**config.mk**
```make
export PLATFORM = sky130hd
export DESIGN_NAME = uxa_ps2_fifo_ctrl_flat
export DESIGN_NICKNAME = d
export VERILOG_FILES = /design/src/rtl/uxa_ps2_fifo_ctrl_if.sv /design/src/rtl/uxa_ps2_fifo_ctrl.sv /design/src/flat_wrapper.sv
export SDC_FILE = /design/constraint.sdc
export NUM_CORES = 1
export LEC_CHECK = 0
export ABC_AREA = 0
export ABC_CLOCK_PERIOD_IN_PS = 4500
export BUFFER_PORTS_ARGS = -buffer_cell sky130_fd_sc_hd__buf_2
export CORE_UTILIZATION = 30
export DETAILED_ROUTE_END_ITERATION = 8
export GPL_ROUTABILITY_DRIVEN = 0
export PLACE_DENSITY = 0.6
export SYNTH_ARGS = -nofsm -noshare
export SYNTH_HDL_FRONTEND = slang
export SYNTH_SLANG_ARGS = --single-unit
```
**constraint.sdc**
```tcl
create_clock -name sys_clk_i -period 4.5 [get_ports sys_clk_i]
set_clock_uncertainty 0.1 [all_clocks]
set_input_delay 0.675 -clock sys_clk_i [delete_from_list [all_inputs] [get_ports sys_clk_i]]
set_output_delay 0.675 -clock sys_clk_i [all_outputs]
set_load 0.02 [all_outputs]
```
**src/rtl/uxa_ps2_fifo_ctrl_if.sv**
```systemverilog
// ============================================================================
// Module   : uxa_ps2_fifo_ctrl_if
// Brief    : Host read port (stb/ack handshake plus data-available flag)
// Revision : 1.0  initial release
// ============================================================================
`default_nettype none

interface uxa_ps2_fifo_ctrl_if;
  logic       stb_i;
  logic       ack_o;
  logic [7:0] dat_o;
  logic       avail_o;

  modport slave  (input  stb_i, output ack_o, output dat_o, output avail_o);
  modport master (output stb_i, input  ack_o, input  dat_o, input  avail_o);
endinterface

`default_nettype wire

```
**src/rtl/uxa_ps2_fifo_ctrl.sv**
```systemverilog
// ============================================================================
// Module   : uxa_ps2_fifo_ctrl
// Brief    : Sequences PS/2 bytes into the byte FIFO and serves host reads
// Revision : 1.0  initial release
// ============================================================================
`default_nettype none

module uxa_ps2_fifo_ctrl #(
  parameter int CNT_W   = 8,
  parameter bit HOLD_EN = 1'b1
) (
  input  wire logic             sys_clk_i,
  input  wire logic             sys_reset_i,
  input  wire logic [7:0]       rx_data_i,
  input  wire logic             rx_strobe_i,
  uxa_ps2_fifo_ctrl_if.slave    host,
  output logic                  overflow_o,
  input  wire logic             clr_ovf_i,
  output logic [CNT_W-1:0]      drop_cnt_o,
  output logic [7:0]            fifo_d_o,
  output logic                  fifo_we_o,
  output logic                  fifo_wp_inc_o,
  output logic                  fifo_rp_inc_o,
  input  wire logic [7:0]       fifo_q_i,
  input  wire logic             fifo_full_i,
  input  wire logic             fifo_data_available_i
);

  typedef enum logic [1:0] {
    W_IDLE   = 2'd0,
    W_WRITE  = 2'd1,
    W_BUMP   = 2'd2,
    W_SETTLE = 2'd3
  } w_state_t;

  typedef enum logic [1:0] {
    R_IDLE   = 2'd0,
    R_ACK    = 2'd1,
    R_SETTLE = 2'd2
  } r_state_t;

  localparam logic [CNT_W-1:0] c_CNT_MAX = {CNT_W{1'b1}};

  w_state_t         r_w_state, w_w_next;
  r_state_t         r_r_state, w_r_next;
  logic [7:0]       r_fifo_d, r_hold_data, r_dat, w_d_next;
  logic             r_hold_vld, r_avail, r_ovf;
  logic [CNT_W-1:0] r_drop_cnt;
  logic             w_load_d, w_hold_take, w_hold_cap, w_drop;
  logic             w_we, w_wp_inc, w_rd_take, w_ack;

  // Write sequencer: idle decides accept/drop; busy states only route strobes
  always_comb begin
    w_w_next    = r_w_state;
    w_load_d    = 1'b0;
    w_d_next    = rx_data_i;
    w_hold_take = 1'b0;
    w_hold_cap  = 1'b0;
    w_drop      = 1'b0;
    w_we        = 1'b0;
    w_wp_inc    = 1'b0;
    case (r_w_state)
      W_IDLE: begin
        if (r_hold_vld) begin
          w_d_next    = r_hold_data;
          w_hold_take = 1'b1;
          w_hold_cap  = rx_strobe_i;
        end
        if (r_hold_vld || rx_strobe_i) begin
          if (fifo_full_i) begin
            w_drop = 1'b1;
          end else begin
            w_load_d = 1'b1;
            w_w_next = W_WRITE;
          end
        end
      end
      W_WRITE: begin
        w_we     = 1'b1;
        w_w_next = W_BUMP;
      end
      W_BUMP: begin
        w_wp_inc = 1'b1;
        w_w_next = W_SETTLE;
      end
      W_SETTLE: w_w_next = W_IDLE;
      default:  w_w_next = W_IDLE;
    endcase
    if (r_w_state != W_IDLE) begin
      w_hold_cap = rx_strobe_i & HOLD_EN & ~r_hold_vld;
      w_drop     = rx_strobe_i & ~w_hold_cap;
    end
  end

  always_comb begin
    w_r_next  = r_r_state;
    w_rd_take = 1'b0;
    w_ack     = 1'b0;
    case (r_r_state)
      R_IDLE: begin
        if (host.stb_i && fifo_data_available_i) begin
          w_rd_take = 1'b1;
          w_r_next  = R_ACK;
        end
      end
      R_ACK: begin
        w_ack    = 1'b1;
        w_r_next = R_SETTLE;
      end
      R_SETTLE: w_r_next = R_IDLE;
      default:  w_r_next = R_IDLE;
    endcase
  end

  always_ff @(posedge sys_clk_i) begin
    if (!sys_reset_i) begin
      r_w_state   <= W_IDLE;
      r_r_state   <= R_IDLE;
      r_fifo_d    <= 8'h00;
      r_hold_data <= 8'h00;
      r_hold_vld  <= 1'b0;
      r_dat       <= 8'h00;
      r_avail     <= 1'b0;
      r_ovf       <= 1'b0;
      r_drop_cnt  <= '0;
    end else begin
      r_w_state <= w_w_next;
      r_r_state <= w_r_next;
      r_avail   <= fifo_data_available_i;
      if (w_load_d) begin
        r_fifo_d <= w_d_next;
      end
      if (w_hold_cap) begin
        r_hold_vld  <= 1'b1;
        r_hold_data <= rx_data_i;
      end else if (w_hold_take) begin
        r_hold_vld <= 1'b0;
      end
      if (w_rd_take) begin
        r_dat <= fifo_q_i;
      end
      // A clear in the same cycle as a drop wins and that drop is lost
      if (clr_ovf_i) begin
        r_ovf      <= 1'b0;
        r_drop_cnt <= '0;
      end else if (w_drop) begin
        r_ovf <= 1'b1;
        if (r_drop_cnt != c_CNT_MAX) begin
          r_drop_cnt <= r_drop_cnt + CNT_W'(1);
        end
      end
    end
  end

  assign fifo_d_o      = r_fifo_d;
  assign fifo_we_o     = w_we;
  assign fifo_wp_inc_o = w_wp_inc;
  assign fifo_rp_inc_o = w_ack;
  assign overflow_o    = r_ovf;
  assign drop_cnt_o    = r_drop_cnt;
  assign host.ack_o    = w_ack;
  assign host.dat_o    = r_dat;
  assign host.avail_o  = r_avail;

endmodule

`default_nettype wire

```
**src/flat_wrapper.sv**
```systemverilog
// flat-port wrapper written by rule: the top's interface ports become plain ports
module uxa_ps2_fifo_ctrl_flat 
#(
  parameter int CNT_W   = 8,
  parameter bit HOLD_EN = 1'b1
)
  (sys_clk_i, sys_reset_i, rx_data_i, rx_strobe_i, overflow_o, clr_ovf_i, drop_cnt_o, fifo_d_o, fifo_we_o, fifo_wp_inc_o, fifo_rp_inc_o, fifo_q_i, fifo_full_i, fifo_data_available_i, host_stb_i, host_ack_o, host_dat_o, host_avail_o);
  uxa_ps2_fifo_ctrl_if host_i ();
  input  wire logic sys_clk_i;
  input  wire logic sys_reset_i;
  input  wire logic [7:0] rx_data_i;
  input  wire logic rx_strobe_i;
  output logic overflow_o;
  input  wire logic clr_ovf_i;
  output logic [CNT_W-1:0] drop_cnt_o;
  output logic [7:0] fifo_d_o;
  output logic fifo_we_o;
  output logic fifo_wp_inc_o;
  output logic fifo_rp_inc_o;
  input  wire logic [7:0] fifo_q_i;
  input  wire logic fifo_full_i;
  input  wire logic fifo_data_available_i;
  input wire logic [$bits(host_i.stb_i)-1:0] host_stb_i;
  output wire logic [$bits(host_i.ack_o)-1:0] host_ack_o;
  output wire logic [$bits(host_i.dat_o)-1:0] host_dat_o;
  output wire logic [$bits(host_i.avail_o)-1:0] host_avail_o;
  assign host_i.stb_i = host_stb_i;
  assign host_ack_o = host_i.ack_o;
  assign host_dat_o = host_i.dat_o;
  assign host_avail_o = host_i.avail_o;
  uxa_ps2_fifo_ctrl #(.CNT_W(CNT_W), .HOLD_EN(HOLD_EN)) u_core (.sys_clk_i(sys_clk_i), .sys_reset_i(sys_reset_i), .rx_data_i(rx_data_i), .rx_strobe_i(rx_strobe_i), .host(host_i), .overflow_o(overflow_o), .clr_ovf_i(clr_ovf_i), .drop_cnt_o(drop_cnt_o), .fifo_d_o(fifo_d_o), .fifo_we_o(fifo_we_o), .fifo_wp_inc_o(fifo_wp_inc_o), .fifo_rp_inc_o(fifo_rp_inc_o), .fifo_q_i(fifo_q_i), .fifo_full_i(fifo_full_i), .fifo_data_available_i(fifo_data_available_i));
endmodule
```
-- Yosys cells after proc, flatten, opt, wreduce, memory -nomap -nowiden
Index checks and enable logic that the tools add are counted.
- bits in registers: 39
- input bits: 23
- output and inout bits: 30
- add/sub/neg operators: 1
- equal/unequal tests: 8
- muxes and demuxes: 26
- bitwise logic cells: 5
- reductions and logical operators: 9
- operator list (operator ; number):
    $mux W1 ; 19
    $mux W8 ; 2
    $add A8 B1 Y8 const B ; 1
    $ne A8 B8 Y1 const B ; 1
    $pmux W2 S4 ; 1
    $mux W2 ; 3
    $eq A2 B1 Y1 const B ; 2
    $eq A2 B2 Y1 const B ; 2
    $logic_not A2 Y1 ; 2
    $ne A2 B1 Y1 const B ; 2
    $pmux W2 S2 ; 1
    $reduce_and A2 Y1 ; 2
    $reduce_bool A2 Y1 ; 2
    $not A1 Y1 ; 3
    $and A1 B1 Y1 ; 2
    $ne A2 B2 Y1 const B ; 1
    $reduce_or A2 Y1 ; 1
    $logic_and A1 B1 Y1 ; 1
    $logic_or A1 B1 Y1 ; 1

-- Logic depth before layout (Yosys ltp)
- depth in word-level cells: 6
- depth in mapped cells: 7
- depth with buffers taken out: 6

-- Worst setup path before layout
No wires, ideal clock.
- kind: flip-flop to flip-flop
- start: register u_core.r_w_state[0]
- end: register u_core.r_drop_cnt[4], in the netlist u_core.drop_cnt_o[4]
- setup time: 70 ps
- arrival: 1695 ps
- required time: 4330 ps
- path slack: 2635 ps
- stages on the path, launching flop included: 8
- buffers on the path: 1
- period minus slack after synthesis: 1865 ps
- cells stage by stage: dfxtp_1 -> inv_1 -> ha_1 -> mux2i_1 -> o21a_1 -> buf_6 -> or4_1 -> a21oi_1
- cells in the longest elaborated chain, start to end: 4
- elaborated cells between the ends (all ways): 5
- ends and longest elaborated chain (what ; line ; source):
    start, declared ; uxa_ps2_fifo_ctrl.sv:44 ; w_state_t r_w_state, w_w_next;
    start signal, assigned ; uxa_ps2_fifo_ctrl.sv:127 ; r_w_state <= w_w_next;
    $logic_not A2 Y1 ; uxa_ps2_fifo_ctrl.sv:62 ; case (r_w_state)
    $mux W1 ; uxa_ps2_fifo_ctrl.sv:62 ;
    $mux W1 * ; uxa_ps2_fifo_ctrl.sv:89 ; if (r_w_state != W_IDLE) begin
    $reduce_and A2 Y1 (no source line) * ; - ;
    end signal, assigned ; uxa_ps2_fifo_ctrl.sv:149 ; r_drop_cnt <= r_drop_cnt + CNT_W'(1);
    end, declared ; uxa_ps2_fifo_ctrl.sv:48 ; logic [CNT_W-1:0] r_drop_cnt;
Every way passes the cells marked *; elsewhere a longest branch is shown, timed or not.
A chain may end at the register's enable or synchronous reset.

-- Worst setup path after layout
- start: register u_core.r_w_state[0]
- end: register u_core.r_hold_data[1]
- cells in the longest elaborated chain, start to end: 3
- elaborated cells between the ends (all ways): 4
- ends and longest elaborated chain (what ; line ; source):
    $logic_not A2 Y1 ; uxa_ps2_fifo_ctrl.sv:62 ;
    $mux W1 ; uxa_ps2_fifo_ctrl.sv:62 ;
    $mux W1 * ; uxa_ps2_fifo_ctrl.sv:89 ;
    end signal, assigned ; uxa_ps2_fifo_ctrl.sv:135 ; r_hold_data <= rx_data_i;
    end, declared ; uxa_ps2_fifo_ctrl.sv:46 ; logic [7:0] r_fifo_d, r_hold_data, r_dat, w_d_next;
Marked as above.

==> results.ini <==
[run_status]
status = finished clean

[placement]
hpwl_mm = 2.77
io_buffers = 52
dp_cells = 319

[cts]
cts_buffers = 5
cts_max_path_buffers = 2
htree_levels = 2
clk_latency_ps = 290
hold_buffers = 0
cts_setup_buffers = 0
tritoncts = done
cts.clk_slew.worst_paths_ps = 90
cts_resized = 0
clock-sinks = 39
clock-root-buffer = clkbuf_8

[final_layout]
finalNetCount = 282
final_layout_size_suffix_gt1_share_pct = 24.7
areaGrowthSynthToFinish_pct = 22.8
n_antenna_cell = 0
finalNonFillerCells = 327

[global_routing]
gr-total-overflow = 0
grt_pass1_wl_mm = 6.39
antenna_found_initial = 0
grt_pass1_vias = 1442
grt_usage_pct = 13.2
grt_max_degree = 33

[power_and_ir_drop]
peakVddDrop_mv = 0.189
leakagePower_nw = 0.998
p_per_area_mw_per_mm2 = 469

[detailed_routing]
highest_layer = met4
remaining_drc_errors = 0
wl_met1_mm = 1.78
drt-initial-drc-count = 67
wl_per_cell_um = 11.8
route.met2.wl_mm = 1.82
routed_via_density = 4.99
detail-route-antenna-nets = 0
num_vias = 1632
dr_wl_met3_um = 200
drt-pass1-iter-count = 4
drt_wl_total_mm = 3.87

[timing]
max_slew_margin_pct = 41.6
drv_slew = 0
fmax_mhz = 451
finalCritPeriodShare_pct = 49.2
period_needed_ps = 2220
timing.final.hold_violations = 0
setup_violations = 0
tns_ps = 0
tightest_slew_ps = 872
rsz0062_at_grt = no

[yosys]
synth.most_common_cell = dfxtp_1
synth.distinct_cells = 33
yosysSeqAreaShare_pct = 44.4
yosysTopAreaCell = dfxtp_1
synth_fp_nets = 233
synth_enable_flop_cells = 0
ys_ff_latch = 39
synth.top_cell.area_share_pct = 44.4
synthCells = 205
synthesis.area_mm2 = 0.00176
synthFlopType = dfxtp_1
synthTopCellsByCount = 39 x dfxtp_1, 38 x nand2_1, 30 x nand3_1
ys_warn_count = 0
async_reset_ff_share_pct = 0
synth_area_per_cell_um2 = 8.58
synth_area_leaders = dfxtp_1 44%, nand3_1 8.5%, nand2_1 8.1%

[die]
row_count = 27
fp.coreArea_mm2 = 0.00557
fp.dieW_um = 78.6
dieHeight_um = 78.6
io_pins = 53
start_util_pct = 31.5
dieArea_mm2 = 0.00617

[worst_setup_path]
critPathMostFrequentCell = nand2_1
crit_path_top_delay_cell = xnor2_1
crit_fanout = 13
critPathLaunchType = flip-flop
crit_type = reg -> reg
required_ps = 4580
critical_path.top_delay_family = XOR/XNOR gates
cp_data_arrival_time_ps = 2300
crit_chain = inv_1, ha_1, xnor2_1, nand2_1, nand2_1, a21boi_0
end_kind = flip-flop
crit_buf_inv = 1
worst_path_largest_cell_delay_ps = 610

[run]
drv_cap = 0

[worst_hold_path]
hold_class = reg -> reg

-- cells by family after synthesis --
family / synth area share (%)
xor+xnor: 0.498
compound gates: 18.4
fa+ha+maj: 4.13
mux: 1.71
buf+inv: 3.84
simple gates: 27.0
flops: 44.4
-- metrics by stage --
step | setup slack [ps] | power (mW) | util, % | hold WS (ps) | area [um2]
floorplan | 2640 | 0.689 | - | 344 | 1760
global placement | 2250 | 0.764 | 36.9 | 352 | 2060
detailed placement | 2220 | 0.768 | 36.9 | 358 | 2060
CTS | 2280 | 1.02 | 38.7 | 370 | 2160
global route | 2040 | 1.09 | 38.7 | 387 | 2160
finish | 2280 | 1.01 | 38.7 | 365 | 2160
-- state kept, by name (all words and copies together) (netlist names), 2 cells and up --
name and cells:
u_core.r_r_state 2, u_core.drop_cnt_o 8, u_core.host.dat_o 8, u_core.r_w_state 2
u_core.r_hold_data 8, u_core.fifo_d_o 8
-- path summary, 6_finish.rpt --
path,endpoint,start,depth (start not counted),slack [ps]
max reg2reg,u_core.r_hold_data[1],u_core.r_w_state[0],6,2280
max,u_core.r_hold_data[1],u_core.r_w_state[0],6,2280
min reg2reg,u_core.host.dat_o[5],u_core.host.dat_o[5],2,360
min,u_core.host.dat_o[5],u_core.host.dat_o[5],2,360
-- cell usage in the layout (no fill, tap or decap), types with 2 or more instances in the layout --
| cell | instances |
|---|---|
| a21boi_0 | 16 |
| dfxtp_1 | 39 |
| clkbuf_8 | 6 |
| or4_1 | 2 |
| and2_1 | 7 |
| nor2b_1 | 3 |
| and3_1 | 2 |
| a21oi_1 | 5 |
| buf_2 | 52 |
| nor2_1 | 6 |
| o21a_1 | 2 |
| inv_1 | 5 |
| ha_1 | 5 |
| o31ai_1 | 2 |
| nand4_1 | 3 |
| nand3_1 | 30 |
| mux2i_1 | 3 |
| nand2_1 | 38 |
| nor3_1 | 2 |
| o211a_1 | 9 |
| o21ai_0 | 5 |
-- final cells by class --
cell class,count,area (um2)
fillers,595,3420
inverters,5,18.8
flip-flops and latches,39,781
multi-input cells,151,910
clock inverters,2,16.3
repair buffers,52,260
clock buffers,6,82.6
well taps,72,90.1
-- report_power, final --
part / switching [mW] / internal (mW) / leakage, nW
clock: 0.128 / 0.125 / 0.0474
sequential: 0.0358 / 0.397 / 0.318
combinational: 0.206 / 0.119 / 0.632
total: 0.370 / 0.642 / 0.998
-- layer usage --
metal / global-route usage, % / up-vias
met5: 0 / -
met4: 5.93 / 0
met3: 3.84 / 8
met2: 21.7 / 47
met1: 15.9 / 757
li1: - / 820
-- tightest hold or removal path, stage by stage, from the launching register on --
cell and delay [ps]:
dfxtp_1 310, nand2_1 40, a21boi_0 60
(Power assumes the default switching activity.)
